### src/rtl/mem_arbiter.sv
// Two-requester arbiter for the core's single valid/ready memory port.
// Fetch vs load/store, data priority with a starvation guard, plus a bus watchdog.
module mem_arbiter #(
    parameter int unsigned STARVE_LIMIT = 4,
    parameter int unsigned TIMEOUT      = 255
) (
    input  logic        clk,
    input  logic        rstn,
    input  logic        i_valid,
    input  logic [31:0] i_addr,
    output logic        i_ready,
    output logic [31:0] i_rdata,
    input  logic        d_valid,
    input  logic [31:0] d_addr,
    input  logic [31:0] d_wdata,
    input  logic [3:0]  d_wstrb,
    output logic        d_ready,
    output logic [31:0] d_rdata,
    output logic        mem_valid,
    input  logic        mem_ready,
    output logic [31:0] mem_addr,
    output logic [31:0] mem_wdata,
    output logic [3:0]  mem_wstrb,
    input  logic [31:0] mem_rdata,
    output logic        err,
    output logic        err_src,
    output logic        busy
);

    typedef enum logic [1:0] {IDLE, GNT_I, GNT_D} state_t;

    localparam logic [3:0]  LIMIT = 4'(STARVE_LIMIT);
    localparam logic [15:0] TMO   = 16'(TIMEOUT);

    state_t      state, state_nxt;
    logic [3:0]  starve_cnt, starve_nxt;
    logic [15:0] wait_cnt, wait_nxt;
    logic        err_src_q, err_src_nxt;
    logic        is_d, gnt_valid, done, timeout;

    always_ff @(posedge clk) begin
        if (!rstn) begin
            state      <= IDLE;
            starve_cnt <= '0;
            wait_cnt   <= '0;
            err_src_q  <= 1'b0;
        end else begin
            state      <= state_nxt;
            starve_cnt <= starve_nxt;
            wait_cnt   <= wait_nxt;
            err_src_q  <= err_src_nxt;
        end
    end

    always_comb begin
        state_nxt   = state;
        starve_nxt  = starve_cnt;
        wait_nxt    = wait_cnt;
        err_src_nxt = err_src_q;
        is_d        = 1'b0;
        gnt_valid   = 1'b0;
        done        = 1'b0;
        timeout     = 1'b0;
        i_ready     = 1'b0;
        i_rdata     = '0;
        d_ready     = 1'b0;
        d_rdata     = '0;
        mem_valid   = 1'b0;
        mem_addr    = '0;
        mem_wdata   = '0;
        mem_wstrb   = '0;
        err         = 1'b0;
        err_src     = 1'b0;
        busy        = 1'b0;

        // Outputs are forced low for the whole reset cycle, combinational ones included.
        if (rstn) begin
            busy    = (state != IDLE);
            err_src = err_src_q;
            case (state)
                IDLE: begin
                    wait_nxt = '0;
                    if (d_valid && !(i_valid && starve_cnt == LIMIT)) begin
                        state_nxt = GNT_D;
                        if (i_valid) starve_nxt = starve_cnt + 4'd1;
                    end else if (i_valid) begin
                        state_nxt  = GNT_I;
                        starve_nxt = '0;
                    end
                end
                GNT_I, GNT_D: begin
                    is_d      = (state == GNT_D);
                    gnt_valid = is_d ? d_valid : i_valid;
                    mem_valid = gnt_valid;
                    mem_addr  = is_d ? d_addr : i_addr;
                    mem_wdata = is_d ? d_wdata : '0;
                    mem_wstrb = is_d ? d_wstrb : 4'b0000;
                    done      = gnt_valid && mem_ready;
                    // mem_ready on the timeout cycle wins, so timeout needs it low.
                    timeout   = gnt_valid && !mem_ready && (TMO != 16'd0) && (wait_cnt == TMO);
                    if (done || timeout) begin
                        if (is_d) begin
                            d_ready = 1'b1;
                            d_rdata = done ? mem_rdata : '0;
                        end else begin
                            i_ready = 1'b1;
                            i_rdata = done ? mem_rdata : '0;
                        end
                    end
                    if (timeout) begin
                        err         = 1'b1;
                        err_src     = is_d;
                        err_src_nxt = is_d;
                    end
                    if (!gnt_valid || done || timeout) state_nxt = IDLE;
                    else wait_nxt = wait_cnt + 16'd1;
                end
                default: state_nxt = IDLE;
            endcase
        end
    end

endmodule
### config.mk
export PLATFORM = sky130hd
export DESIGN_NAME = mem_arbiter
export DESIGN_NICKNAME = d
export VERILOG_FILES = /design/src/rtl/mem_arbiter.sv
export SDC_FILE = /design/constraint.sdc
export NUM_CORES = 1
export LEC_CHECK = 0
export CORE_ASPECT_RATIO = 0.5
export CORE_UTILIZATION = 29
export DETAILED_ROUTE_END_ITERATION = 10
export HOLD_SLACK_MARGIN = 0.1
export PLACE_DENSITY_LB_ADDON = 0.25
export SYNTH_ARGS = -nofsm -noshare
export SYNTH_HDL_FRONTEND = slang
export SYNTH_SLANG_ARGS = --single-unit
### constraint.sdc
create_clock -name clk -period 2.8 [get_ports clk]
set_clock_uncertainty 0.2 [all_clocks]
set_input_delay 0.28 -clock clk [delete_from_list [all_inputs] [get_ports clk]]
set_output_delay 0.28 -clock clk [all_outputs]
set_load 0.01 [all_outputs]
-- Word level (Yosys, flattened, before mapping)
Index checks and enable logic that the tools add are counted.
- add/sub/neg operators: 2
- reduce and logical (&&, ||, !) cells: 18
- muxes and demuxes: 45
- equality and inequality tests: 7
- operator list (operator ; count):
    $mux 32 ; 15
    $pmux 16 s2 ; 1
    $mux 4 ; 6
    $mux 1 ; 18
    $add 16x1->16 const B ; 1
    $eq 16x8->1 const B ; 1
    $mux 16 ; 1
    $mux 2 ; 3
    $reduce_and 2->1 ; 3
    $logic_and 1x1->1 ; 5
    $add 4x1->4 const B ; 1
    $eq 4x3->1 const B ; 1
    $ne 2x2->1 const B ; 2
    $pmux 2 s2 ; 1
    $reduce_bool 2->1 ; 2
    $logic_not 1->1 ; 3
    $logic_or 1x1->1 ; 3
    $ne 3x3->1 const B ; 1
    $eq 2x1->1 const B ; 1
    $eq 2x2->1 const B ; 1
    $logic_not 2->1 ; 1
    $reduce_or 2->1 ; 1
- logic and storage cells: 76
- bits in registers: 23
- bits of input ports: 137
- output and inout bits: 138

-- Longest topological paths before layout
Gate-level depths: netlist of run 1.
- word-level depth: 8
- depth in mapped cells: 10
- mapped depth without buffers: 7

-- Worst setup path before layout of run 1
No wires, ideal clock.
- kind: register to output
- start point: reg wait_cnt[11]
- end point: out i_ready
- buffers on the path: 1
- slack: 0.197 ns
- stages on the path, launching flop included: 6
- arrival: 2.123 ns
- required time: 2.320 ns
- cell sequence: dfxtp_1 > or4_1 > or4_4 > buf_2 > and2_1 > nor4_1
- word-level cells in the longest chain between the ends: 6
- ends and longest elaborated chain (element ; RTL line ; RTL):
    start: declaration ; 37 ; logic [15:0] wait_cnt, wait_nxt;
    start signal: assignment ; 50 ; wait_cnt <= wait_nxt;
    $eq 16x8->1 ; 100 ; timeout = gnt_valid && !mem_ready && (TMO != 16'd0) && (wait_cnt == TMO);
    $logic_and 1x1->1 ; 100 ;
    $logic_or 1x1->1 ; 101 ; if (done || timeout) begin
    $mux 1 ; 101 ;
    $mux 1 ; 80 ; case (state)
    $mux 1 ; 77 ; if (rstn) begin
    end: declaration ; 11 ; output logic i_ready,
No other way between the ends.

-- Worst setup path in the final report of run 1
- start point: reg wait_cnt[11]
- end point: out d_ready
- word-level cells in the longest chain between the ends: 6
- ends and longest elaborated chain (element ; RTL line ; RTL):
    $eq 16x8->1 ; 100 ;
    $logic_and 1x1->1 ; 100 ;
    $logic_or 1x1->1 ; 101 ;
    $mux 1 ; 101 ;
    $mux 1 ; 80 ;
    $mux 1 ; 77 ;
    end: declaration ; 17 ; output logic d_ready,
No other way between the ends.

==> results by stage, run 1 <==
Outcome:
- The flow ran to the end, but the final reports show violations.
- The final reports fail on negative setup slack.

Synth:
- Averaged over all synthesized cells, the footprint is roughly 6.9 um^2.
- The area share of the largest cell type after synthesis is 18.0%.
- The simple-gate share of the synthesized area is a little under 50%.
- The gate count after technology mapping is around 370.
- The number of nets in the synthesized netlist is 510.
- The sequential area share after synthesis is between 10% and 20%.
- The largest area contributor in the netlist is dfxtp_1.
- The largest family of logic cells by synthesized area is simple AND/OR/NAND/NOR gates.
- After synthesis, the cell types taking the most area are dfxtp_1, and2_1, mux2i_1, and3_1, nor2_1.
- The share of async-settable or async-resettable flops after synthesis is 0%.
- Counting flops and latches in the post-synthesis netlist gives 23.
- The mux share of post-synthesis cell area is 13.9%.
- The mapped netlist covers roughly 2600 um^2.
- Summing the areas of all xor and xnor instances in the mapped netlist gives 0% of the synthesized area.
- Summing the areas of all fa, ha and maj instances in the mapped netlist gives 2.45% of the synthesized area.
- Yosys printed 0 warnings.
- Yosys mapped a number of flops with a built-in enable equal to 0.
- For this run, the leading register cell type out of synthesis is dfxtp_1.
- The synthesized netlist devotes 9.88% of its cell area to compound gates.
- The count of distinct cell types in the synthesized netlist is 42.

Power and ir drop:
- Cell internal power was estimated by the tool at 920 uW.
- Summed over all nets, the switching power comes to about 410 uW.
- In this run switching power makes up 30.6% of total power.
- The maximum resistive drop on vdd is a little under 0.3 mV.
- For this design the ratio of total power to cell area is 233 nW/um^2.
- The sequential share of power is 25.4%.
- The static leakage power is 0.00230 uW.
- The total chip power is 1330 uW.
- Combinational logic is responsible for 50.9% of the overall power.
- Of the total power, the clock network draws 23.7%.

STA:
- The max-slew violation total from the final report is 0.
- The worst slew slack as a fraction of its limit is 70.8%.
- At the pin with the least slew margin, the transition time is 438 ps.
- The top achievable clock speed is 354 MHz.
- The total setup violations reported at the end of the flow is 2.
- The number of endpoints with negative hold slack in the final report is 0.
- The total negative slack is -46.8 ps.
- The final worst setup slack is -25.0 ps.
- Hold is met by 292 ps.
- The post-route minimum period is 2820 ps.
- The final worst-path cycle share is 101%.
- Setup repair after global routing could not meet its margin everywhere.

Detailed routing:
- The total wire length after detailed routing is 12300 um.
- The detailed-route vias per instance is 4.81.
- The number of remaining DRC errors is 0.
- The count of vias placed by the detailed router is 3625.
- The number of DRC markers after the initial detailed-route iteration is 295.
- The length of the first detailed-routing pass in iterations is 5.
- The count of antenna-violating nets left after detailed routing is 0.
- After detailed routing, the average wire length per cell comes to 16.4 um.

Clock tree:
- The CTS tree is built.
- The clock reaches the later pin of the worst-skew pair after 260 ps.
- In this run, CTS created clock tree buffers numbering 3.
- For this design, the CTS-stage hold fixing added 0 buffers.
- The count of H-tree levels built during CTS is 1.
- Counting along the longest clock path gives a buffer depth of 2.
- The number of clock sinks seen by CTS is 23.
- Clock-pin slew was measured on the worst setup and hold paths at 60 ps.
- The clock tree root buffer cell is clkbuf_16.

Placed design:
- The routability congestion estimate from global placement is 0.923.
- The number of buffer cells added on primary ports is 274.
- The HPWL after detailed placement is 9830 um.
- Timing analysis after detailed placement gives a worst setup slack of -49.0 ps.

Layout:
- In the layout the commonest cells are clkdlybuf4s50_1, and2_1, nor2_1.
- The area overhead of the layout relative to synthesis is 122%.
- Cells fill between 60% and 70% of the core in the end.
- The final layout net count is 784.
- The share of final-layout standard cells stronger than drive strength 1 is 7.33%.
- The most common cell after layout, fill and taps aside is clkdlybuf4s50_1.
- The number of antenna diodes in the final layout is 0.

Die:
- The die outline width is between 100 and 150 um.
- The die covers 9220 um^2.
- approximately 280 I/O pins were placed.
- Measured along the y axis, the die boundary spans 68.4 um.
- The area of the core is 8260 um^2.
- Once the floorplan was initialized, standard cells occupied 31.0% of the core.
- The count of standard-cell rows is 23.

Critical path:
- The most critical setup path has its startpoint at wait_cnt[11].
- In this run the critical register-to-register path is launched from wait_cnt[11].
- STA classifies the critical path startpoint as a flop.
- The required time reported for the critical path endpoint is ~2300 ps.
- The type of the setup path with the least slack is reg -> out.
- For the worst setup path, the data arrival time is 2340 ps.
- The worst setup path is captured at an output pin.
- In this run the worst path has a maximum fanout of 3.

Global routing:
- The pin count of the biggest net entering global routing is 54.
- The via count of the first global-routing pass was 3239.
- The total overflow left after global routing is 0.
- The all-layer global routing usage is between 20% and 30%.
- The wire length of the first global-routing pass is 17300 um.
- The number of antenna violations at the first check in global routing is 0.

Min path:
- The path class of the lowest-slack min-delay path is reg -> reg.
- The startpoint identified for the worst hold timing path is starve_cnt[3].

Flow run:
- The count of maximum capacitance violations is 0.
==> final timing paths <==
check,to,slack [ps],cells past startpoint
worst min-delay path,starve_cnt[3],290,2
worst max-delay path,d_ready,-20,5
worst min register to register,starve_cnt[3],290,2
worst max register to register,wait_cnt[0],230,6
==> final cells by class <==
cell class                 count  area, um^2
inverter                       9        33.8
sequential                    23         462
fill                         676        2570
clock inverter                 1        5.00
timing repair buffer         301        2990
clock buffer                   3        75.1
tap                          112         140
multi-input combinational    304        1980
==> worst max-delay path, stage by stage (launching register included) <==
cell	delay, ps
dfxtp_1	320
or4_4	530
or4_4	580
and2_1	200
nor3_1	200
clkdlybuf4s15_2	270
==> sequential cells by signal, summed over array words and instances, names as in the netlist <==
name / flops
state: 2
err_src_q: 1
wait_cnt: 16
starve_cnt: 4
==> Yosys cell counts (2+ instances only) <==
cell      number
and2_1        69
nor2_1        44
and3_1        39
mux2i_1       34
dfxtp_1       23
clkbuf_1      22
nand2_1       18
a21oi_1       13
nand3_1       11
inv_1          9
nand4_1        9
nor3_1         9
o21ai_0        6
buf_1          5
ha_1           5
or4_1          5
nand4b_1       4
nor4_1         4
or3_1          4
a31oi_1        3
buf_2          3
o21a_1         3
o221ai_1       3
a21boi_0       2
buf_6          2
nand2b_1       2
o211ai_1       2
==> metrics by stage <==
stage	cell area (um^2)	std cells
floorplan	2560	368
global placement	5500	745
detailed placement	5500	745
CTS	5590	749
global route	5690	753
finish	5690	753
==> power groups by stage <==
stage	registers, uW	logic (uW)	clock network, uW
global route	338	722	330
CTS	336	658	315
global placement	343	648	0
detailed placement	344	654	0
finish	337	675	314
floorplan	343	271	0
==> kinds of logic after synthesis <==
group | Yosys count
buf+inv | 41
flops | 23
mux | 35
simple gates | 225
fa+ha+maj | 5
compound gates | 39
==> timing repair <==
| action | in CTS | in global routing |
|---|---|---|
| pin swaps | 1 | 1 |
| setup buffers | 0 | 2 |
| endpoints found under the setup margin | 8 | 73 |
| gates resized for setup | 13 | 20 |
| cloned | 0 | 2 |
==> metal layers <==
layer	global-route usage [%]	routed length, um	up-vias
met3	6.22	911	18
li1	-	-	1830
met5	0	0	-
met4	5.48	190	0
met2	43.7	6060	139
met1	29.6	5190	1638
(Power assumes the default switching activity.)
==> inputs of run 2 (changes only) <==
--- a/config.mk
+++ b/config.mk
@@ -5,6 +5,7 @@
 export SDC_FILE = /design/constraint.sdc
 export NUM_CORES = 1
 export LEC_CHECK = 0
+export ABC_CLOCK_PERIOD_IN_PS = 2800
 export CORE_ASPECT_RATIO = 0.5
 export CORE_UTILIZATION = 29
 export DETAILED_ROUTE_END_ITERATION = 10
==> results of run 2 <==
Final layout, timing and power as in run 1 (identical DEF).
